`config.mk`:
```
export PLATFORM = sky130hd
export DESIGN_NAME = series_seq_arbiter
export DESIGN_NICKNAME = d
export VERILOG_FILES = /design/src/rtl/series_seq_arbiter.sv
export SDC_FILE = /design/constraint.sdc
export NUM_CORES = 1
export LEC_CHECK = 0
export CAP_MARGIN = 0
export CORE_MARGIN = 10
export CORE_UTILIZATION = 41
export DETAILED_ROUTE_END_ITERATION = 8
export PLACE_DENSITY = 0.9
export SKIP_CTS_REPAIR_TIMING = 1
export SYNTH_ARGS = -nofsm -noshare
export SYNTH_HDL_FRONTEND = slang
export SYNTH_SLANG_ARGS = --single-unit
```
`constraint.sdc`:
```
create_clock -name clk -period 2.55 [get_ports clk]
set_clock_uncertainty 0.1 [all_clocks]
set_input_delay 0.3825 -clock clk [delete_from_list [all_inputs] [get_ports clk]]
set_output_delay 0.3825 -clock clk [all_outputs]
set_load 0.02 [all_outputs]
```
`src/rtl/series_seq_arbiter.sv`:
```
// series_seq_arbiter: round-robin arbiter and job sequencer sharing one series-evaluation engine.
// Latency: gnt at T, start_cntr T+1, done T+1+nterms_q, rsp_valid T+2+nterms_q+PIPE_LAT.
// Backpressure: rsp_valid/rsp_id held until rsp_ready; no grant is issued while busy.
//
// Ports: req/req_func/req_nterms are per-requester (packed, requester i at slot i);
// gnt is a one-cycle one-hot accept; start_cntr/done/term_cnt talk to the external
// term counter; func_sel drives the coefficient ROM; rsp_* return the tagged result.
// Optional feature macro SEQ_ABORT_EN: when defined, abort ends the job early and the
// response carries rsp_err=1; when undefined, abort is ignored and rsp_err is 0.
module series_seq_arbiter #(
    parameter int NUM_REQ    = 4,
    parameter int CNTR_DEPTH = 6,
    parameter int FUNC_W     = 3,
    parameter int PIPE_LAT   = 4,
    parameter int MAX_TERMS  = 32
) (
    input  logic                           clk,
    input  logic                           rst_n,
    input  logic [NUM_REQ-1:0]             req,
    input  logic [NUM_REQ*FUNC_W-1:0]      req_func,
    input  logic [NUM_REQ*CNTR_DEPTH-1:0]  req_nterms,
    output logic [NUM_REQ-1:0]             gnt,
    output logic                           busy,
    output logic                           start_cntr,
    output logic                           done,
    input  logic [CNTR_DEPTH-1:0]          term_cnt,
    output logic [FUNC_W-1:0]              func_sel,
    output logic                           rsp_valid,
    output logic [$clog2(NUM_REQ)-1:0]     rsp_id,
    output logic                           rsp_err,
    input  logic                           rsp_ready,
    input  logic                           abort
);

    localparam int ID_W = $clog2(NUM_REQ);
    // drain_cnt only needs to reach PIPE_LAT-1
    localparam int DW = (PIPE_LAT > 1) ? $clog2(PIPE_LAT) : 1;
    localparam logic [DW-1:0]         DRAIN_LAST = DW'(PIPE_LAT - 1);
    localparam logic [CNTR_DEPTH-1:0] MAX_T      = CNTR_DEPTH'(MAX_TERMS);

    typedef enum logic [2:0] {
        S_IDLE,
        S_START,
        S_RUN,
        S_DRAIN,
        S_RESP
    } state_t;

    state_t                  state_q, state_d;
    logic [ID_W-1:0]         rr_ptr_q;
    logic [ID_W-1:0]         id_q;
    logic [FUNC_W-1:0]       func_q;
    logic [CNTR_DEPTH-1:0]   nterms_q;
    logic [DW-1:0]           drain_q;

    logic                    pick_found;
    logic [ID_W-1:0]         pick_id;
    logic [ID_W-1:0]         scan_idx;

    // A zero-length job still issues one term; long jobs are capped.
    function automatic logic [CNTR_DEPTH-1:0] clamp_terms(input logic [CNTR_DEPTH-1:0] n);
        if (n == '0)
            return CNTR_DEPTH'(1);
        else if (n > MAX_T)
            return MAX_T;
        else
            return n;
    endfunction

    // Round-robin scan starting just after the last granted requester.
    always_comb begin
        pick_found = 1'b0;
        pick_id    = '0;
        scan_idx   = '0;
        for (int k = 1; k <= NUM_REQ; k++) begin
            scan_idx = ID_W'((int'(rr_ptr_q) + k) % NUM_REQ);
            if (!pick_found && req[scan_idx]) begin
                pick_found = 1'b1;
                pick_id    = scan_idx;
            end
        end
    end

`ifdef SEQ_ABORT_EN
    logic err_q;
    logic abort_hit;
`else
    // abort has no function in this build
    logic abort_unused;
    assign abort_unused = abort;
`endif

    always_comb begin
        state_d    = state_q;
        gnt        = '0;
        start_cntr = 1'b0;
        done       = 1'b0;
`ifdef SEQ_ABORT_EN
        abort_hit  = 1'b0;
`endif
        case (state_q)
            S_IDLE: begin
                if (pick_found) begin
                    gnt[pick_id] = 1'b1;
                    state_d      = S_START;
                end
            end
            S_START: begin
                start_cntr = 1'b1;
                state_d    = S_RUN;
`ifdef SEQ_ABORT_EN
                if (abort) begin
                    done      = 1'b1;
                    abort_hit = 1'b1;
                    state_d   = S_RESP;
                end
`endif
            end
            S_RUN: begin
                if (term_cnt == nterms_q - CNTR_DEPTH'(1)) begin
                    done    = 1'b1;
                    state_d = S_DRAIN;
                end
`ifdef SEQ_ABORT_EN
                // abort skips the drain: results in flight are discarded
                if (abort) begin
                    done      = 1'b1;
                    abort_hit = 1'b1;
                    state_d   = S_RESP;
                end
`endif
            end
            S_DRAIN: begin
                if (drain_q == DRAIN_LAST)
                    state_d = S_RESP;
`ifdef SEQ_ABORT_EN
                if (abort) begin
                    abort_hit = 1'b1;
                    state_d   = S_RESP;
                end
`endif
            end
            S_RESP: begin
                if (rsp_ready)
                    state_d = S_IDLE;
            end
            default: state_d = S_IDLE;
        endcase
        // Nothing is accepted while reset is asserted.
        if (!rst_n)
            gnt = '0;
    end

    always_ff @(posedge clk) begin
        if (!rst_n) begin
            state_q  <= S_IDLE;
            rr_ptr_q <= ID_W'(NUM_REQ - 1);
            id_q     <= '0;
            func_q   <= '0;
            nterms_q <= '0;
            drain_q  <= '0;
        end else begin
            state_q <= state_d;
            if (state_q == S_IDLE && pick_found) begin
                id_q     <= pick_id;
                rr_ptr_q <= pick_id;
                func_q   <= req_func[int'(pick_id)*FUNC_W +: FUNC_W];
                nterms_q <= clamp_terms(req_nterms[int'(pick_id)*CNTR_DEPTH +: CNTR_DEPTH]);
            end
            if (state_q == S_RUN)
                drain_q <= '0;
            else if (state_q == S_DRAIN)
                drain_q <= drain_q + DW'(1);
        end
    end

`ifdef SEQ_ABORT_EN
    always_ff @(posedge clk) begin
        if (!rst_n)
            err_q <= 1'b0;
        else if (state_q == S_RESP && rsp_ready)
            err_q <= 1'b0;
        else if (abort_hit)
            err_q <= 1'b1;
    end
    assign rsp_err = (state_q == S_RESP) && err_q;
`else
    assign rsp_err = 1'b0;
`endif

    assign busy      = (state_q != S_IDLE);
    assign func_sel  = func_q;
    assign rsp_valid = (state_q == S_RESP);
    assign rsp_id    = rsp_valid ? id_q : '0;

endmodule

```
==> results.py <==
metrics = {
    "finish": {
        "area_growth_pct": 63.5,
        "drive_gt1_share_pct": 20.4,
        "antenna_cells": 0,
        "fin_area_mm2": 0.00222,
        "fin_cells": 289,
        "post-route-util_pct": 71.5,
        "nNetsFinal": 298,
        "fillers": 259,
    },
    "synthesis": {
        "yosys-top-cells-area": "dfxtp_1 (27%), mux2i_1 (12%), nand2_1 (5.5%)",
        "ys_types": 43,
        "synth_common_cells": "nand2_1 (20), dfxtp_1 (18), mux2i_1 (16)",
        "syn_area_mm2": 0.00136,
        "synth_top_area_share_pct": 26.6,
        "synth_most_common_cell": "nand2_1",
        "synth_top_cell_by_area": "dfxtp_1",
        "ys_ff_latch": 18,
        "synth_edf_count": 0,
        "avgSynthCellArea_um2": 8.32,
        "ys.flop_type": "dfxtp_1",
        "async_reset_ff_share_pct": 0,
        "postSynthCellCount": 163,
        "yosysSeqAreaShare_pct": 26.6,
        "ys_warn_count": 0,
        "synth_nets": 215,
    },
    "drt": {
        "wl_per_cell_um": 14.4,
        "drt_iter0_drc": 35,
        "drt_first_pass_iters": 4,
        "wirelength_mm": 4.17,
        "drcViolationCount": 0,
        "via_count": 1475,
        "via_per_inst": 5.10,
        "ant_nets": 0,
    },
    "setup_path": {
        "worst_setup_path_end_kind": "output pin",
        "arrival_ns": 1.96,
        "r2r_slack_ns": 0.32,
        "crit_type": "primary input to output pin",
        "crit_fanout": 4,
        "cp-start-kind": "primary input",
        "crit_required_ns": 2.07,
    },
    "global_route": {
        "grt_use_met3_pct": 3.00,
        "grt_pass1_wl_mm": 6.99,
        "grt_use_met2_pct": 26.5,
        "track_usage_pct": 13.6,
        "grt_max_degree": 15,
        "antenna_found_initial": 0,
        "busiest_layer": "met2",
        "first_global_vias": 1534,
        "gr-total-overflow": 0,
        "grt.met1_usage_pct": 14.2,
    },
    "clock_network": {
        "clk_pin_slew_ns": 0.10,
        "cts.sinks": 18,
        "tritoncts": "yes",
        "clockRootBuffer": "clkbuf_4",
        "clock_path_buffers": 2,
        "cts-htree-levels": 1,
        "clk-insertion-delay-late_ns": 0.29,
        "cts_inserted_buffers": 3,
    },
    "sta": {
        "max_freq_mhz": 409,
        "hold_viol": 0,
        "slew_viol_final": 0,
        "period_needed_ns": 2.45,
        "layout_setup_ws_ns": 0.103,
        "fin_crit_sh_pct": 96.0,
        "setup_viol": 0,
    },
    "power_and_ir_drop": {
        "intPower_uw": 781,
        "peakVddDrop_v": 0.000397,
        "p_sw_uw": 431,
        "seqPwrFrac_pct": 29.8,
        "p_per_area_mw_per_mm2": 547,
        "power_frac_comb_pct": 56.0,
        "swShare_pct": 35.6,
        "p_clk_share_pct": 14.2,
        "power_leakage_uw": 0.000941,
    },
    "placement": {
        "portBuffers": 61,
        "gp_congestion": 0.773,
        "dp.cells": 282,
        "dpl.hpwl_mm": 3.40,
        "pre_cts_ws_ns": -0.427,
        "postPlaceCellArea_mm2": 0.00215,
    },
    "floorplanning": {
        "io_pins": 64,
        "die-area_mm2": 0.00601,
        "die_x_um": 77.5,
        "rows": 20,
        "die_y_um": 77.5,
        "start_util_pct": 43.7,
        "core_area_mm2": 0.00310,
    },
    "run_status": {
        "status": "complete, no violations",
    },
    "job": {
        "maxCapViolCount": 0,
    },
    "worst_hold_path": {
        "min-delay-path-class": "flip-flop to flip-flop",
    },
}
==> final timing paths <==
path | startpoint | end | cells past startpoint
min | func_sel[1] | func_sel[1] | 2
max | req[2] | gnt[2] | 6
max reg2reg | rr_ptr_q[0] | nterms_q[0] | 8
min reg2reg | func_sel[1] | func_sel[1] | 2
==> layer usage <==
layer / wire length, um / vias to the layer above
met5: 0 / -
met4: 27 / 0
met3: 184 / 4
met2: 2290 / 30
met1: 1670 / 688
li1: - / 753
==> power groups by stage <==
stage | sequential (uW) | combinational, uW | clock [uW]
6_report | 361 | 679 | 172
5_1_grt | 366 | 742 | 191
4_1_cts | 358 | 665 | 176
3_5_place_dp | 364 | 661 | 0
3_3_place_gp | 361 | 646 | 0
2_1_floorplan | 374 | 377 | 0
==> state kept, by name, summed over array words and instances, names as in the netlist <==
name and count:
drain_q 2, func_sel 3, id_q 2, nterms_q 6
rr_ptr_q 2, state_q 3
==> cell type report <==
| cell class | count | area [um2] | area share [%] |
|---|---|---|---|
| clock buffers | 4 | 36.3 | 1.64 |
| multi-input cells | 128 | 931 | 42.0 |
| well taps | 44 | 55.1 | 2.48 |
| flip-flops and latches | 18 | 360 | 16.3 |
| inverters | 6 | 22.5 | 1.02 |
| repair buffers | 89 | 812 | 36.6 |
==> metrics by stage <==
stage / hold WS, ns / TNS [ns] / total power [uW]
detailed placement: 0.369 / -3.56 / 1020
global route: 0.407 / -0.00199 / 1300
finish: 0.385 / 0 / 1210
CTS: 0.388 / -1.88 / 1200
floorplan: 0.339 / 0 / 751
global placement: 0.351 / -2.95 / 1010
==> cells by family after synthesis <==
logic type | count (synthesis) | synth area share [%]
compound gates | 38 | 22.6
xor+xnor | 7 | 4.52
fa+ha+maj | 2 | 1.84
buf+inv | 17 | 6.92
flops | 18 | 26.6
mux | 20 | 15.1
other cells | 1 | 0.276
simple gates | 60 | 22.1
==> cells in the final DEF, fill, tap and decap left out, drive strengths merged, types with 2 or more instances in the layout <==
| master | instances |
|---|---|
| clkdlybuf4s50 | 54 |
| buf | 29 |
| nand2 | 20 |
| dfxtp | 18 |
| mux2i | 16 |
| nor2 | 10 |
| nor3 | 7 |
| clkbuf | 7 |
| xnor2 | 6 |
| a32o | 6 |
| inv | 6 |
| a21boi | 5 |
| o21ai | 5 |
| a211oi | 5 |
| a21oi | 5 |
| nand3 | 4 |
| mux2 | 4 |
| nor2b | 4 |
| nand2b | 3 |
| and2 | 3 |
| o211ai | 3 |
| dlymetal6s2s | 3 |
| nor3b | 3 |
| o21a | 2 |
| o41ai | 2 |
| and3 | 2 |
| ha | 2 |
==> worst max-delay path, cell delays in order <==
cell             delay, ns
clkdlybuf4s50_1       0.54
inv_1                 0.06
a221o_1               0.36
a21oi_4               0.17
and4_1                0.20
dlymetal6s2s_1        0.25
No activity file was read; power rests on OpenSTA's default activity.
